File: src/rtl/instruction_fetcher_pkg.sv
// Shared types and constants for the instruction fetcher and its queue.
// JAL target prediction helpers exist only when IF_JAL_PREDICT_EN is defined.
package instruction_fetcher_pkg;

   localparam int          DEF_IQ_DEPTH_LOG = 2;
   localparam logic [31:0] DEF_RESET_PC     = 32'h0;

   typedef enum logic {
      S_ISSUE,
      S_WAIT
   } fetch_state_e;

   typedef struct packed {
      logic [31:0] inst;
      logic [31:0] pc;
      logic [31:0] pred_pc;
   } iq_entry_t;

`ifdef IF_JAL_PREDICT_EN
   localparam logic [6:0] OPC_JAL = 7'b1101111;

   // Sign-extended J-type immediate; bit 0 is always zero.
   function automatic logic [31:0] jal_offset(input logic [31:0] inst);
      return {{11{inst[31]}}, inst[31], inst[19:12], inst[20], inst[30:21], 1'b0};
   endfunction
`endif

endpackage

File: src/rtl/instruction_fetcher_inst_queue.sv
// Circular instruction queue of {inst, pc, pred_pc} entries with push, pop and
// synchronous clear; head entry reads as zero while the queue is empty.
module inst_queue
   import instruction_fetcher_pkg::*;
#(
   parameter int IQ_DEPTH_LOG = DEF_IQ_DEPTH_LOG
) (
   input  logic                  clk_in,
   input  logic                  rst_in,
   input  logic                  clear,
   input  logic                  push,
   input  iq_entry_t             push_entry,
   input  logic                  pop,
   output iq_entry_t             head_entry,
   output logic                  empty,
   output logic                  full,
   output logic [IQ_DEPTH_LOG:0] count
);

   localparam int DEPTH = 1 << IQ_DEPTH_LOG;

   iq_entry_t                 mem [DEPTH];
   logic [IQ_DEPTH_LOG-1:0]   head_q;
   logic [IQ_DEPTH_LOG-1:0]   tail_q;
   logic [IQ_DEPTH_LOG:0]     count_q;
   logic                      push_ok;
   logic                      pop_ok;

   assign empty   = (count_q == '0);
   // Occupancy never exceeds DEPTH, so the MSB alone marks the full state.
   assign full    = count_q[IQ_DEPTH_LOG];
   assign push_ok = push && !full && !clear;
   assign pop_ok  = pop && !empty && !clear;

   // NOTE: storage is left unreset; valid data is tracked by count_q, so resetting it buys nothing.
   always_ff @(posedge clk_in) begin
      if (push_ok) mem[tail_q] <= push_entry;
   end

   // NOTE: state uses non-blocking assignments so every register samples pre-edge values.
   always_ff @(posedge clk_in or negedge rst_in) begin
      if (!rst_in) begin
         head_q  <= '0;
         tail_q  <= '0;
         count_q <= '0;
      end else if (clear) begin
         head_q  <= '0;
         tail_q  <= '0;
         count_q <= '0;
      end else begin
         if (push_ok) tail_q <= tail_q + 1'b1;
         if (pop_ok)  head_q <= head_q + 1'b1;
         case ({push_ok, pop_ok})
            2'b10:   count_q <= count_q + 1'b1;
            2'b01:   count_q <= count_q - 1'b1;
            default: count_q <= count_q;
         endcase
      end
   end

   assign head_entry = empty ? '0 : mem[head_q];
   assign count      = count_q;

endmodule

File: src/rtl/instruction_fetcher.sv
// Front-end fetcher: owns the PC, fetches from a 1-cycle icache and queues results
// for the decoder. Define IF_JAL_PREDICT_EN to predict JAL targets at fetch.
module instruction_fetcher
   import instruction_fetcher_pkg::*;
#(
   parameter int          IQ_DEPTH_LOG = DEF_IQ_DEPTH_LOG,
   parameter logic [31:0] RESET_PC     = DEF_RESET_PC
) (
   input  logic                  clk_in,
   input  logic                  rst_in,
   output logic [31:0]           icache_pc_out,
   input  logic [31:0]           icache_inst_in,
   input  logic                  icache_valid_in,
   output logic                  dec_valid_out,
   input  logic                  dec_ready_in,
   output logic [31:0]           dec_inst_out,
   output logic [31:0]           dec_pc_out,
   output logic [31:0]           dec_pred_pc_out,
   input  logic                  flush_in,
   input  logic [31:0]           flush_pc_in,
   output logic [IQ_DEPTH_LOG:0] iq_count_out
);

   fetch_state_e state_q, state_d;
   logic [31:0]  pc_q, pc_d;
   logic [31:0]  next_pc;
   logic         iq_empty, iq_full;
   logic         push, pop;
   iq_entry_t    push_entry, head_entry;

   always_comb begin
      next_pc = pc_q + 32'd4;
`ifdef IF_JAL_PREDICT_EN
      if (icache_inst_in[6:0] == OPC_JAL) next_pc = pc_q + jal_offset(icache_inst_in);
`endif
   end

   // A response counts only in S_WAIT, i.e. when pc was stable across the last edge.
   assign push = (state_q == S_WAIT) && icache_valid_in && !iq_full && !flush_in;
   assign pop  = !iq_empty && dec_ready_in && !flush_in;

   assign push_entry = '{inst: icache_inst_in, pc: pc_q, pred_pc: next_pc};

   always_ff @(posedge clk_in or negedge rst_in) begin
      if (!rst_in) begin
         state_q <= S_ISSUE;
         pc_q    <= RESET_PC;
      end else begin
         state_q <= state_d;
         pc_q    <= pc_d;
      end
   end

   // NOTE: defaults first so every path assigns state_d/pc_d and no latch is inferred.
   always_comb begin
      state_d = state_q;
      pc_d    = pc_q;
      if (flush_in) begin
         pc_d    = flush_pc_in & ~32'd3;
         state_d = S_ISSUE;
      end else begin
         case (state_q)
            S_ISSUE: state_d = S_WAIT;
            S_WAIT: begin
               if (push) begin
                  pc_d    = next_pc;
                  state_d = S_ISSUE;
               end
            end
            default: state_d = S_ISSUE;
         endcase
      end
   end

   inst_queue #(
      .IQ_DEPTH_LOG (IQ_DEPTH_LOG)
   ) u_inst_queue (
      .clk_in     (clk_in),
      .rst_in     (rst_in),
      .clear      (flush_in),
      .push       (push),
      .push_entry (push_entry),
      .pop        (pop),
      .head_entry (head_entry),
      .empty      (iq_empty),
      .full       (iq_full),
      .count      (iq_count_out)
   );

   assign icache_pc_out   = pc_q;
   assign dec_valid_out   = !iq_empty;
   assign dec_inst_out    = head_entry.inst;
   assign dec_pc_out      = head_entry.pc;
   assign dec_pred_pc_out = head_entry.pred_pc;

endmodule

File: config.mk
export PLATFORM = sky130hd
export DESIGN_NAME = instruction_fetcher
export DESIGN_NICKNAME = d
export VERILOG_FILES = /design/src/rtl/instruction_fetcher_pkg.sv /design/src/rtl/instruction_fetcher_inst_queue.sv /design/src/rtl/instruction_fetcher.sv
export SDC_FILE = /design/constraint.sdc
export NUM_CORES = 1
export LEC_CHECK = 0
export BUFFER_PORTS_ARGS = -buffer_cell sky130_fd_sc_hd__clkbuf_2
export CAP_MARGIN = 20
export CORE_MARGIN = 2
export CORE_UTILIZATION = 52
export DETAILED_ROUTE_END_ITERATION = 12
export GPL_ROUTABILITY_DRIVEN = 0
export PLACE_DENSITY = 0.83
export SYNTH_ARGS = -nofsm -noshare
export SYNTH_HDL_FRONTEND = slang
export SYNTH_SLANG_ARGS = --single-unit
File: constraint.sdc
create_clock -name clk_in -period 4.01 [get_ports clk_in]
set_input_delay 0.802 -clock clk_in [delete_from_list [all_inputs] [get_ports clk_in]]
set_output_delay 0.802 -clock clk_in [all_outputs]
set_load 0.01 [all_outputs]
==> results by group, run 1 <==
Clock tree
  – CTS tree: yes
  – Clk slew on worst S/H paths: around 60 ps
  – TritonCTS Buffers: 42
  – Resized Gates After CTS: 0
  – Post-CTS setup buffers: 0
  – Max Buffers Root-to-Sink: 3
  – Max H-tree Level: 2
  – Clk Latency, worst-skew pair: about 540 ps
  – Clock root buffer: clkbuf_16
  – Hold_buf cts: 0
  – Clk sink count: 406

Critical path
  – Crit-path cells: or3_2 > buf_4 > and2_1 > clkbuf_2
  – CP max stage cell: or3_2
  – Critical path's top delay family: simple AND/OR/NAND/NOR gates
  – Critical Path Max Stage Delay: between 900 and 1000 ps
  – Worst EP arrival: 2680 ps
  – Critical-path maximum fanout: between 50 and 60
  – CP startpoint kind: register
  – Crit Path Class: register to output pin
  – Crit. End Element: output pin
  – Worst Path Buf+Inv: 2
  – CP required: 3210 ps

Placed design
  – Port buffer count: 192
  – Dpl ws: 1061 ps
  – DP HPWL: 21090 um
  – Placed cell area: about 18000 um^2

Drt
  – Iter 0 DRT Violations: 813
  – Vias per inst: 5.862
  – Wire length per cell: between 20 and 25 um
  – Drt total wl: 34540 um
  – DRC: 0
  – ANT nets after route: 0
  – Vias post-DR: 9069
  – Pre-Repair DR Iteration Count: 7

Timing
  – Worst Tran Pin Value: 1005 ps
  – Slew Limit Headroom: 0.3298
  – Period utilization: 0.8692
  – Setup slack after layout: between 500 and 600 ps
  – Final slew viol count: 0
  – Fmax: about 290 MHz
  – # setup viols final: 0
  – Final Hold Vio Count: 0
  – RSZ-0062 raised after global routing: false
  – Fin crit period: 3486 ps
  – Sum of negative setup slack: 0 ps
  – Clk_skew: 19.62 ps

Floorplan
  – Ports: 201
  – Initial core utilization: 0.5264
  – Die Ht: 182.5 um
  – # rows: 65
  – Core Region: 31470 um^2
  – Die width: between 150 and 200 um
  – Die area: 33300 um^2

Global route
  – All-Layer GR Usage: 0.2111
  – Vias in the first global route: 9365
  – Initial antenna violation count: 3
  – Largest net degree at the start of global routing: 55
  – Overflow after GRT: 0
  – Global-route wire length before repair: 53360 um

Synth
  – Yosys warnings: 0
  – Register area share after synthesis: 0.7244
  – Synth unique cells: 46
  – Synth Flop Type: edfxtp_1
  – Syn Std Cell Area: roughly 17000 um^2
  – Number of synthesized register bits: 406
  – Asr flop ratio synth: 0.09360
  – Cell count after synthesis: 914
  – Syn avg cell area: between 15 and 20 um^2
  – Post-synth EDFFs: between 300 and 400

Power
  – Max rail drop VDD: roughly 0.43 mV
  – LEAKAGE: between 0.006 and 0.007 uW
  – Pwr dens: 539.1 nW/um^2

Layout
  – P&R area growth vs syn: 16.95%
  – Finished Cell Area: 19370 um^2
  – Nets@finish: 1184
  – Finished Core Util: 0.6156
  – Share of post-route cells with drive strength above 1: 0.3255

Outcome
  – Status: finished, final reports clean

Run
  – Max-Cap Viols: 0

Min path
  – Hold Crit Class: input port to async pin
[cells in the mapped netlist, drive strengths merged (9+ instances only)]
master,instances,area [um^2]
edfxtp,368,11050
and2,93,581.8
mux4,92,2072
clkbuf,42,157.7
dfrtp,38,950.9
nand2,31,116.4
nor2,30,112.6
xor2,25,219.0
buf,22,128.9
nand3,19,95.09
or4,17,131.4
a31oi,16,100.1
xnor2,16,140.1
o21ai,15,75.07
o31ai,13,97.59
nor3,10,50.05
nand4,9,71.32
[power by group]
group | total [uW] | internal, uW | switching [uW]
combinational | 1790 | 842 | 946
clock | 3740 | 2210 | 1530
sequential | 4920 | 4760 | 163
[cell families after synthesis]
family | share of synthesized area
compound gates | 0.02137
xor+xnor | 0.02167
buf+inv | 0.01933
simple gates | 0.08232
flops | 0.7244
other cells | 0.0002264
fa+ha+maj | 0.004985
mux | 0.1257
[path summary, 6_finish.rpt]
| kind | startpoint | end | slack, ps | depth (start not counted) |
|---|---|---|---|---|
| worst min register to register | u_inst_queue.tail_q[0] | u_inst_queue.tail_q[0] | 590 | 2 |
| worst min-delay path | rst_in | icache_pc_out[8] | 350 | 1 |
| worst max-delay path | u_inst_queue.count[2] | dec_pred_pc_out[26] | 520 | 4 |
| min in group clk_in | icache_inst_in[25] | u_inst_queue.mem[2][89] | 480 | 1 |
| max in group asynchronous | rst_in | icache_pc_out[11] | 2980 | 2 |
| worst max register to register | icache_pc_out[9] | u_inst_queue.mem[0][28] | 1180 | 4 |
[registers in the layout, summed over array words and instances, names as in the netlist]
register,count
u_inst_queue.head_q,2
icache_pc_out,30
state_q,1
u_inst_queue.mem,368
u_inst_queue.count,3
u_inst_queue.tail_q,2
[cell type report]
class | instances | area, um^2
Fill cell | 2195 | 12100
Tap cell | 402 | 503.0
Sequential cell | 406 | 12010
Multi-Input combinational cell | 440 | 4285
Timing Repair Buffer | 210 | 1184
Clock inverter | 11 | 108.9
Inverter | 9 | 33.78
Antenna cell | 2 | 5.005
Clock buffer | 67 | 1246
[metrics by stage]
| stage | total power [uW] | instances | hold slack, ps |
|---|---|---|---|
| 2_1_floorplan | 6123 | 919 | 506.4 |
| 3_3_place_gp | 6780 | 1467 | 556.7 |
| 3_5_place_dp | 6823 | 1467 | 576.2 |
| 4_1_cts | 10550 | 1545 | 346.0 |
| 5_1_grt | 10870 | 1546 | 384.4 |
| 6_report | 10450 | 1547 | 352.2 |
[placed cells by master, fill, tap and decap left out, types with 5 or more instances in the layout]
cell,instances
edfxtp_1,368
clkbuf_2,192
and2_1,93
mux4_2,92
clkbuf_16,43
dfrtp_1,36
nand2_1,31
nor2_1,30
xor2_1,25
nand3_1,19
xnor2_1,16
or4_1,16
a31oi_1,16
clkbuf_1,16
o21ai_0,15
o31ai_1,13
buf_4,11
nor3_1,10
nand4_1,8
nor4_1,8
inv_1,8
clkbuf_8,8
buf_12,7
conb_1,6
ha_1,5
clkinv_2,5
[routing by layer]
| metal | share of wire | GRT usage | vias up |
|---|---|---|---|
| met2 | 0.50 | 0.3504 | 389 |
| met4 | 0.025 | 0.07129 | 2 |
| met1 | 0.40 | 0.2789 | 4613 |
| met5 | 0.00038 | 0 | - |
| li1 | - | - | 3999 |
| met3 | 0.077 | 0.04770 | 66 |
Power figures use the tool's default switching activity.
==> run 2: changes to the inputs <==
Settings changed: CORE_UTILIZATION 52 to 57, PLACE_DENSITY 0.83 to 0.86.
Clock period 4.01 ns to 4.4 ns, I/O delays scaled along.
==> run 2 against run 1 <==
Against the previous run:
- register-to-register slack gained 410 ps
- die area shrank 8.6%
- worst hold slack lost 110 ps
- routed wire length grew 1.5%
- critical endpoint is now dec_pred_pc_out[21]
- largest power group unchanged
==> results by group, run 2 (synthesis results as in run 1) <==
Drt
  – Pre-Repair DR Iteration Count: 5 (-2)
  – ANT nets after route: 0 (unchanged)
  – Vias post-DR: 9172 (+1.1%)
  – Wire length per cell: 23.00 um (+3.0%)
  – Vias per inst: 6.018 (+2.7%)
  – DRC: 0 (unchanged)
  – Iter 0 DRT Violations: 793 (-2.5%)
  – Drt total wl: 35050 um (+1.5%)

Layout
  – Most common cell after layout, fill and taps aside: edfxtp_1
  – Share of post-route cells with drive strength above 1: 0.3272 (+0.001734)
  – P&R area growth vs syn: 16.55%
  – Ant. Diodes: 0 (-2)
  – Nets@finish: 1185 (+0.084%)
  – Fill cell count: 1870 (-15%)
  – Top reg by flops: u_inst_queue.mem
  – Most frequent cells in the layout: 368 x edfxtp_1, 192 x clkbuf_2, 93 x and2_1
  – Number of flip-flops under the largest register name: 368 (unchanged)

Power
  – Clk network pwr share: 0.355 (-0.003)
  – Sw Share: 0.2547 (+0.002289)
  – Sw Pwr: 2430 uW (-7.8%)
  – Max rail drop VDD: 0.5382 mV (+26%)
  – Int Power: 7111 uW (-8.9%)
  – Pwr dens: 494.1 nW/um^2 (-8.3%)
  – LEAKAGE: 0.006641 uW (-0.13%)
  – Comb pwr share: 0.173 (+0.002)
  – Sequential Power Share: 0.472 (about the same)
  – Tot Pwr: 9542 uW (-8.6%)

Timing
  – Fmax: 284.9 MHz
  – # setup viols final: 0 (unchanged)
  – Final slew viol count: 0 (unchanged)
  – Final Hold Vio Count: 0 (unchanged)
  – Sum of negative setup slack: 0 ps (unchanged)
  – Clk_skew: 15.69 ps (-3.928 ps)
  – Worst Tran Pin Value: 948.6 ps (-56.71 ps)
  – Fin crit period: 3510 ps
  – RSZ-0062 raised after global routing: false
  – Period utilization: 0.7978
  – Slew Limit Headroom: 0.3676 (+0.03781)

Floorplan
  – Core Region: 28630 um^2 (-9.1%)
  – Die width: 174.5 um (-4.4%)
  – Ports: 201 (unchanged)
  – Initial core utilization: 0.5788 (+0.05239)
  – Die area: 30450 um^2 (-8.6%)
  – # rows: 62 (-4.6%)
  – Die Ht: 174.5 um (-4.4%)

Critical path
  – Worst EP arrival: 2630 ps (-50 ps)
  – CP startpoint kind: register
  – Critical path's top delay family: flip-flops
  – Crit-path cells: buf_4 > mux4_2 > and2_1 > clkbuf_2
  – CP max stage cell: dfrtp_4
  – Critical-path maximum fanout: 28 (-48%)
  – Critical Path Max Stage Delay: 820 ps (-130 ps)
  – Worst Path Buf+Inv: 2 (unchanged)
  – Crit Path Class: register to output pin
  – Crit. End Element: output pin
  – CP required: 3520 ps (+310 ps)

Placed design
  – Port buffer count: 192 (unchanged)
  – DP HPWL: 20810 um (-1.3%)

Clock tree
  – Clk sink count: 406 (unchanged)
  – TritonCTS Buffers: 41 (-2.4%)
  – Clk slew on worst S/H paths: 60 ps (about the same)
  – CTS tree: yes
  – Resized Gates After CTS: 0 (unchanged)
  – Hold_buf cts: 0 (unchanged)
  – Max H-tree Level: 2 (unchanged)
  – Post-CTS setup buffers: 0 (unchanged)
  – Clock root buffer: clkbuf_16
  – Max Buffers Root-to-Sink: 3 (unchanged)
  – Clk Latency, worst-skew pair: 530 ps (about the same)

Global route
  – Overflow after GRT: 0 (unchanged)
  – Vias in the first global route: 9556 (+2.0%)
  – Initial antenna violation count: 0 (-3)
  – All-Layer GR Usage: 0.2348 (+0.02370)
  – Global-route wire length before repair: 54410 um (+2.0%)
  – Largest net degree at the start of global routing: 95 (+73%)

Run
  – Max-Cap Viols: 0 (unchanged)

Min path
  – Hold Crit Class: input port to async pin

Outcome
  – Status: finished, final reports clean
[run 2: changes by cell type in the layout (fill, tap and decap cells not counted), sizes merged]
cell	change
clkbuf	-6
diode	-2
clkinv	-1
bufinv	+1
clkinvlp	+1
buf	+2
[run 2: stage by stage]
step / setup slack, ps / hold WS [ps] / cell area, um^2 / util / std cells
2_1_floorplan: 173.8 / 539.3 / 16590 / - / 919
3_3_place_gp: 1365 / 556.4 / 17990 / 0.6284 / 1450
3_5_place_dp: 1315 / 568.0 / 17990 / 0.6284 / 1450
4_1_cts: 829.5 / 222.2 / 19300 / 0.6744 / 1523
5_1_grt: 731.1 / 243.0 / 19310 / 0.6746 / 1524
6_report: 889.7 / 245.0 / 19310 / 0.6746 / 1524
[run 2: path summary, 6_finish.rpt]
| check | depth (start not counted) | slack (ps) | endpoint | start |
|---|---|---|---|---|
| max | 4 | 890 | dec_pred_pc_out[21] | u_inst_queue.head_q[0] |
| min | 1 | 240 | icache_pc_out[9] | rst_in |
| max reg2reg | 4 | 1590 | u_inst_queue.mem[2][30] | icache_pc_out[16] |
| min reg2reg | 2 | 580 | u_inst_queue.tail_q[0] | u_inst_queue.tail_q[0] |
| max in group asynchronous | 2 | 3390 | u_inst_queue.head_q[1] | rst_in |
| min in group clk_in | 3 | 570 | icache_pc_out[13] | flush_pc_in[13] |
[run 2: layer usage]
layer	GRT usage	up-vias	wire (um)	share of wire
met1	0.3197	4719	14020	0.40
met2	0.3891	400	17690	0.50
met4	0.07528	0	813	0.023
li1	-	3989	-	-
met3	0.04462	64	2537	0.072
met5	0	-	0	0
[run 2: final cells by class]
type | count | area, um^2 | share of cell area
sequential | 406 | 12010 | 0.6219
multi-input combinational | 440 | 4285 | 0.2219
clock buffer | 61 | 1201 | 0.06220
timing repair buffer | 212 | 1184 | 0.06130
tap | 384 | 480.5 | 0.02488
clock inverter | 12 | 116.4 | 0.006026
inverter | 9 | 33.78 | 0.001749
[run 2: power groups by stage]
stage / clock, uW / sequential (uW) / combinational (uW)
floorplan: 0 / 4500 / 1080
global placement: 0 / 4570 / 1630
detailed placement: 0 / 4590 / 1660
CTS: 3430 / 4510 / 1670
global route: 3580 / 4520 / 1790
finish: 3390 / 4500 / 1650
